`src/rtl/aes_round_sched.sv`:
```
// Host-programmable sequencer for an iterative single-round AES core.
// Bus side: word-addressed register file (CTRL, STATUS, KEY0-3, DATA0-3, RES0-3)
//   with a registered, 1-cycle-latency readdata and a level irq = done & irq_en.
// Core side: core_load pulse, optional decrypt key-expansion pass (core_kexp),
//   then NR+1 round steps, each a core_req/core_ack handshake; the result is
//   captured on the ack of the last round.
module aes_round_sched #(
  parameter int unsigned NR = 10,
  parameter int unsigned RW = 4
) (
  input  logic          clk,
  input  logic          reset,
  input  logic          write,
  input  logic          chipselect,
  input  logic [3:0]    address,
  input  logic [31:0]   writedata,
  output logic [31:0]   readdata,
  output logic          irq,
  output logic          core_load,
  output logic          core_mode,
  output logic [127:0]  core_key,
  output logic [127:0]  core_block,
  output logic          core_kexp,
  output logic          core_req,
  output logic [RW-1:0] core_round,
  output logic          core_last,
  input  logic          core_ack,
  input  logic [127:0]  core_result
);

  typedef enum logic [2:0] {
    S_IDLE,
    S_LOAD,
    S_KEYEXP,
    S_ROUND,
    S_DONE
  } state_t;

  localparam logic [RW-1:0] CNT_LAST  = RW'(NR);
  localparam logic [RW-1:0] CNT_KLAST = RW'(NR - 1);

  state_t      state;
  state_t      state_nxt;
  logic [31:0] key_r  [4];
  logic [31:0] data_r [4];
  logic [31:0] res_r  [4];
  logic        mode;
  logic        irq_en;
  logic        done;
  logic [RW-1:0] cnt;
  logic        busy;
  logic        wr;
  logic        start;

  assign busy  = (state != S_IDLE);
  assign wr    = write & chipselect;
  assign start = wr && (address == 4'd0) && writedata[0] && (state == S_IDLE);

  assign irq        = done & irq_en;
  assign core_mode  = mode;
  assign core_key   = {key_r[3], key_r[2], key_r[1], key_r[0]};
  assign core_block = {data_r[3], data_r[2], data_r[1], data_r[0]};
  assign core_round = cnt;
  assign core_last  = core_req & (cnt == CNT_LAST) & ~core_kexp;

  always_ff @(posedge clk) begin
    if (!reset) begin
      state <= S_IDLE;
    end else begin
      state <= state_nxt;
    end
  end

  always_comb begin
    state_nxt = state;
    core_load = 1'b0;
    core_kexp = 1'b0;
    core_req  = 1'b0;
    case (state)
      S_IDLE: begin
        if (start) state_nxt = S_LOAD;
      end
      S_LOAD: begin
        core_load = 1'b1;
        state_nxt = mode ? S_KEYEXP : S_ROUND;
      end
      S_KEYEXP: begin
        core_kexp = 1'b1;
        core_req  = 1'b1;
        if (core_ack && cnt == CNT_KLAST) state_nxt = S_ROUND;
      end
      S_ROUND: begin
        core_req = 1'b1;
        if (core_ack && cnt == CNT_LAST) state_nxt = S_DONE;
      end
      S_DONE: begin
        state_nxt = S_IDLE;
      end
      default: begin
        state_nxt = S_IDLE;
      end
    endcase
  end

  always_ff @(posedge clk) begin
    if (!reset) begin
      for (int unsigned i = 0; i < 4; i++) begin
        key_r[i]  <= '0;
        data_r[i] <= '0;
        res_r[i]  <= '0;
      end
      mode     <= 1'b0;
      irq_en   <= 1'b0;
      done     <= 1'b0;
      cnt      <= '0;
      readdata <= '0;
    end else begin
      if (wr) begin
        if (address == 4'd0) begin
          irq_en <= writedata[2];
          if (!busy) mode <= writedata[1];
          if (start) done <= 1'b0;
        end else if (address == 4'd1) begin
          if (writedata[1]) done <= 1'b0;
        end else if (address >= 4'd2 && address <= 4'd5) begin
          if (!busy) key_r[2'(address - 4'd2)] <= writedata;
        end else if (address >= 4'd6 && address <= 4'd9) begin
          if (!busy) data_r[2'(address - 4'd6)] <= writedata;
        end
      end

      case (state)
        S_LOAD: cnt <= '0;
        S_KEYEXP: begin
          if (core_ack) cnt <= (cnt == CNT_KLAST) ? '0 : cnt + RW'(1);
        end
        S_ROUND: begin
          if (core_ack) begin
            if (cnt == CNT_LAST) begin
              for (int unsigned i = 0; i < 4; i++) res_r[i] <= core_result[32*i +: 32];
            end else begin
              cnt <= cnt + RW'(1);
            end
          end
        end
        // Placed after the bus write so a same-cycle done-clear loses to completion.
        S_DONE: done <= 1'b1;
        default: ;
      endcase

      case (address)
        4'd0:                      readdata <= {29'b0, irq_en, mode, busy};
        4'd1:                      readdata <= {30'b0, done, busy};
        4'd2, 4'd3, 4'd4, 4'd5:    readdata <= key_r[2'(address - 4'd2)];
        4'd6, 4'd7, 4'd8, 4'd9:    readdata <= data_r[2'(address - 4'd6)];
        4'd10, 4'd11, 4'd12, 4'd13: readdata <= res_r[2'(address - 4'd10)];
        default:                   readdata <= '0;
      endcase
    end
  end

endmodule

```
`config.mk`:
```
export PLATFORM = sky130hd
export DESIGN_NAME = aes_round_sched
export DESIGN_NICKNAME = d
export VERILOG_FILES = /design/src/rtl/aes_round_sched.sv
export SDC_FILE = /design/constraint.sdc
export NUM_CORES = 1
export LEC_CHECK = 0
export CAP_MARGIN = 20
export CORE_ASPECT_RATIO = 1.4
export CORE_MARGIN = 1
export CORE_UTILIZATION = 45
export CTS_CLUSTER_DIAMETER = 200
export CTS_CLUSTER_SIZE = 16
export DETAILED_ROUTE_END_ITERATION = 8
export GPL_TIMING_DRIVEN = 0
export PLACE_DENSITY = 0.77
export SYNTH_ARGS = -nofsm -noshare
export SYNTH_HDL_FRONTEND = slang
export SYNTH_SLANG_ARGS = --single-unit
```
`constraint.sdc`:
```
create_clock -name clk -period 4.59 [get_ports clk]
set_input_delay 0.918 -clock clk [delete_from_list [all_inputs] [get_ports clk]]
set_output_delay 0.918 -clock clk [all_outputs]
set_load 0.005 [all_outputs]
```
# == Word level (Yosys, flattened, before mapping) ==
# Memories as Yosys holds them, arrays and structs flattened.
# Cells that the tools add are included.
# totals
register_bits,42
latch_bits,0
mem_bits_rw,384
rom_bits,0
inputBits,169
wordCells,128
memories,3
# mem_list
name,words,width,read_ports,rd_ports_with_merged_regs,wr,line_no,rtl
data_r,4,32,5,0,4,45,logic [31:0] data_r [4];
key_r,4,32,5,0,4,44,logic [31:0] key_r [4];
res_r,4,32,1,0,4,46,logic [31:0] res_r [4];
# op_classes
addsub,4
multipliers,0
div_mod_pow,0
order_cmp,4
n_eq_ne,26
shifts,0
n_mux,50
bitwise_logic,10
reduce_logical,25
# op_table
operator,n
2-to-1 mux 32 bit,6
case mux 32 bit (5 select lines),1
OR reduction 32 bit,2
"equality test 4 bit, second input constant",8
2-to-1 mux 1 bit,32
"equality test 4 x 3 -> 1 bit, second input constant",4
2-to-1 mux 4 bit,4
"!= test 2 bit, second input constant",6
case mux 3 bit (4 select lines),1
case mux 4 bit (3 select lines),1
nonzero test 3 bit,4
OR reduction 4 bit,3
2-to-1 mux 3 bit,3
"equality test 4 x 2 -> 1 bit, second input constant",2
AND reduction 4 bit,2
logical AND 1 bit,7
"equality test 3 x 2 -> 1 bit, second input constant",2
AND reduction 3 bit,2
"subtractor 2 bit, second input constant",3
"adder 4 x 1 -> 4 bit, second input constant",1
AND 1 bit,4
"equality test 4 x 1 -> 1 bit, second input constant",1
"greater-or-equal comparator 4 x 2 -> 1 bit, second input constant",1
"greater-or-equal comparator 4 x 3 -> 1 bit, second input constant",1
13 further kinds,18

# == Depth between registers and ports, before layout ==
# logic_depth
ltp_word,11
depth_mapped,8

# == Worst setup path before layout ==
# OpenSTA, ideal clock, no wires.
# synth_path
path_type,input -> register
start,input port reset
end,"memory res_r[0][0], enable pin"
setup_time_ps,1110
arrival_ps,3559
required_ps,3480
setup_slack_ps,-79
cell_stages,3
path_buffers,2
path_cell_list,clkbuf_1 > clkbuf_1 > nand2_1
# synth_lines
element,line_no,rtl
from (decl),12,"input logic reset,"
to (decl),46,

==> summary.txt <==
Placement
  – Placer congestion estimate: 0.912
  – DP HPWL: about 47 mm
  – Port Buf Inserts: roughly 470

Synth
  – Post-synthesis simple-gate area fraction: 15.2%
  – Mux cell area share after synthesis: between 10% and 20%
  – Synth Flop Type: edfxtp_1
  – Synth Area in XOR/XNOR: less than 1%
  – Async set or reset register ratio after synthesis: 0%
  – Syn Area/Cell: 15.6 um2
  – Adder-cell share of the synthesized area: less than 1%
  – Yosys warns: 0
  – Yosys cell types: 57
  – Register area share after synthesis: about two thirds
  – Flops & latches, synth: 426
  – Largest family of logic cells by synthesized area: simple AND/OR/NAND/NOR gates
  – Number of synthesized flops with an enable pin: 384
  – Mapped Area: 18800 um2
  – Mapped Cells: about 1200
  – Compound-gate portion of the synthesized area: between 2 and 3%
  – Syn Nets: 1381

Routing
  – DR WL/cell: about 27 um
  – DRC violations left: 0
  – Routed Antenna Nets: 0
  – First-pass DRT Iterations: 5
  – WL final: 62.5 mm
  – DR vias/cell: approximately 5.6
  – Initial DRC count: between 1000 and 1500
  – Routed vias: around 13000

GRT
  – Total grt overflow: 0
  – Initial antenna violation count: 9
  – Total track usage: about 29%
  – Largest net degree at the start of global routing: 77
  – Number of global-route vias before repair: between 10000 and 15000
  – First-pass GRT wire length: around 89 mm

Pwr
  – Power per cell area: between 300 and 400 nW/um2
  – Worst vdd ir: 0.254 mV
  – Leakage: around 9.3 nW

Outcome
  – Status: complete, no violations

Die
  – Die area: 42700 um2
  – Row count: 88
  – Die height: between 200 and 250 um
  – Top-Level Pins: around 470
  – Total core area: approximately 41000 um2
  – Die outline width: about 170 um
  – Initial Utilization: approximately 46%

Timing
  – Fin Clk Skew: approximately 0.027 ns
  – Pins over their slew limit: 0
  – Fin Hold WS: between 0.5 and 0.6 ns
  – Final period utilization: between 70% and 80%
  – Final setup viols: 0
  – TNS Setup: 0 ns
  – Unrepaired setup endpoints after global routing: no
  – Crit path time final: roughly 3.5 ns
  – Worst-Margin Slew: approximately 1.2 ns
  – Fmax: approximately 290 MHz
  – Final hold vios: 0
  – Worst slew margin: between 10% and 20%

Worst setup path
  – Crit path required time: approximately 5.0 ns
  – CP Max Fanout: 10
  – Crit start category: primary input
  – Worst Path Arrival: between 3 and 4 ns
  – Worst Setup End Kind: flip-flop
  – CP Class: in -> reg

Clock network
  – CTS tree: done
  – Clk sinks: about 430
  – Clock Latency Late Sink: approximately 0.6 ns
  – Hold-fix buffers at CTS: 0
  – CTS Buffer Depth: 3
  – Post_cts resized: 0
  – Postcts setup bufs: 0
  – Num CTS Buffers: 30
  – Clk slew on worst S/H paths: approximately 0.080 ns
  – Root Buffer: clkbuf_16
  – H-Tree Depth: 1

Layout
  – Area Overhead vs Synth: 35.0%
  – Nets@finish: 1892
  – Layout cells sized above 1: between 10% and 20%

Job
  – Max_cap viols: 0

Worst hold path
  – HP Class: reg -> reg
==> area by class of cell <==
| cell class | instances | area, um2 |
|---|---|---|
| fillers | 3129 | 15900 |
| clock buffers | 54 | 862 |
| diodes | 8 | 20.0 |
| inverters | 35 | 131 |
| well taps | 540 | 676 |
| plain buffers | 82 | 408 |
| clock inverters | 1 | 8.76 |
| repair buffers | 479 | 4910 |
| multi-input cells | 666 | 6040 |
| flip-flops and latches | 426 | 12400 |
==> power breakdown <==
part | total (mW) | switching [mW] | leakage (nW) | internal (mW)
registers | 4.46 | 0.0861 | 4.31 | 4.37
logic | 1.03 | 0.480 | 4.61 | 0.546
clock network | 2.57 | 1.30 | 0.413 | 1.27
total | 8.05 | 1.87 | 9.33 | 6.18
==> synthesized netlist by cell type (2+ instances only) <==
library cell | number | area [um2]
or3_1 | 3 | 18.8
nand2_1 | 8 | 30.0
o22ai_1 | 29 | 181
o21ai_0 | 10 | 50.1
and3b_1 | 5 | 43.8
o311a_1 | 2 | 20.0
nor3_1 | 4 | 20.0
buf_6 | 3 | 33.8
o21ai_1 | 3 | 15.0
mux2_2 | 2 | 22.5
nor4b_1 | 3 | 26.3
nor4_2 | 2 | 25.0
xor2_1 | 2 | 17.5
o31ai_1 | 2 | 15.0
buf_2 | 47 | 235
dfxtp_1 | 42 | 841
a21oi_1 | 5 | 25.0
or4_1 | 2 | 15.0
nand3b_1 | 3 | 22.5
a2111oi_1 | 2 | 20.0
ha_1 | 3 | 37.5
and3_1 | 3 | 18.8
nor2b_1 | 3 | 18.8
buf_4 | 5 | 37.5
buf_1 | 2 | 7.51
inv_1 | 35 | 131
nor2_1 | 15 | 56.3
clkbuf_1 | 25 | 93.8
xnor2_1 | 2 | 17.5
mux4_2 | 95 | 2140
nand2b_1 | 5 | 31.3
nand3_1 | 7 | 35.0
edfxtp_1 | 384 | 11500
and2_1 | 387 | 2420
a211oi_1 | 3 | 22.5
mux2i_1 | 35 | 350
==> cell usage in the layout, fill, tap and decap left out, types with 5 or more instances in the layout <==
master             n
nor2_1            15
clkbuf_1          48
and3b_1            5
mux4_2            95
inv_1             35
buf_2             47
o21ai_4            7
and2_1           387
nand2_1            7
edfxtp_1         384
nand3_1            7
buf_12             5
clkbuf_16         31
diode_2            8
buf_4              5
nand2b_1           5
o22ai_1           29
clkdlybuf4s50_1  466
a21oi_1            5
dfxtp_1           42
mux2i_1           35
==> critical path, cell delays in order <==
cell	delay, ns
clkdlybuf4s50_1	0.51
buf_2	0.23
nor3b_1	0.36
o21ai_1	0.24
nor4_2	1.05
buf_2	0.43
and2_1	0.19
==> metrics by stage <==
stage          utilization (%)  cell area [um2]  worst slack (ns)  std cells  total power, mW
2_1_floorplan                -            18800             0.150       1209             4.93
3_3_place_gp              58.6            24200             -3.01       2215             5.53
3_5_place_dp              59.4            24500             0.330       2226             5.57
4_1_cts                   61.5            25400             0.959       2281             8.08
5_1_grt                   61.6            25400              1.12       2290             8.26
6_report                  61.6            25400              1.11       2291             8.05
==> worst paths after layout <==
path | start | endpoint | slack (ns) | cells after the start
worst max-delay path | address[3] | data_r[0][2] | 1.11 | 7
worst min-delay path | done | done | 0.51 | 2
worst max register to register | state[1] | data_r[0][18] | 1.64 | 7
worst min register to register | done | done | 0.51 | 2
==> state kept, by name, summed over array words and instances, names as in the netlist <==
signal and cells:
data_r 128, key_r 128, res_r 128, readdata 32, core_round 4, state 3, core_mode 1, done 1
irq_en 1
==> layer usage <==
metal	up-vias	GRT usage, %	wire (um)
met2	718	51.6	32400
li1	5479	-	-
met4	4	13.9	3090
met3	151	3.93	4640
met5	-	0	25
met1	6455	34.7	22300
==> cell families (layout without fill, tap and decap cells) <==
family          Yosys count  after routing
simple gates            458            458
flops                   426            426
mux                     133            133
buf+inv                 117            651
compound gates           68             68
xor+xnor                  4              4
fa+ha+maj                 3              3
other cells               0              8
No activity file was read; power rests on OpenSTA's default activity.
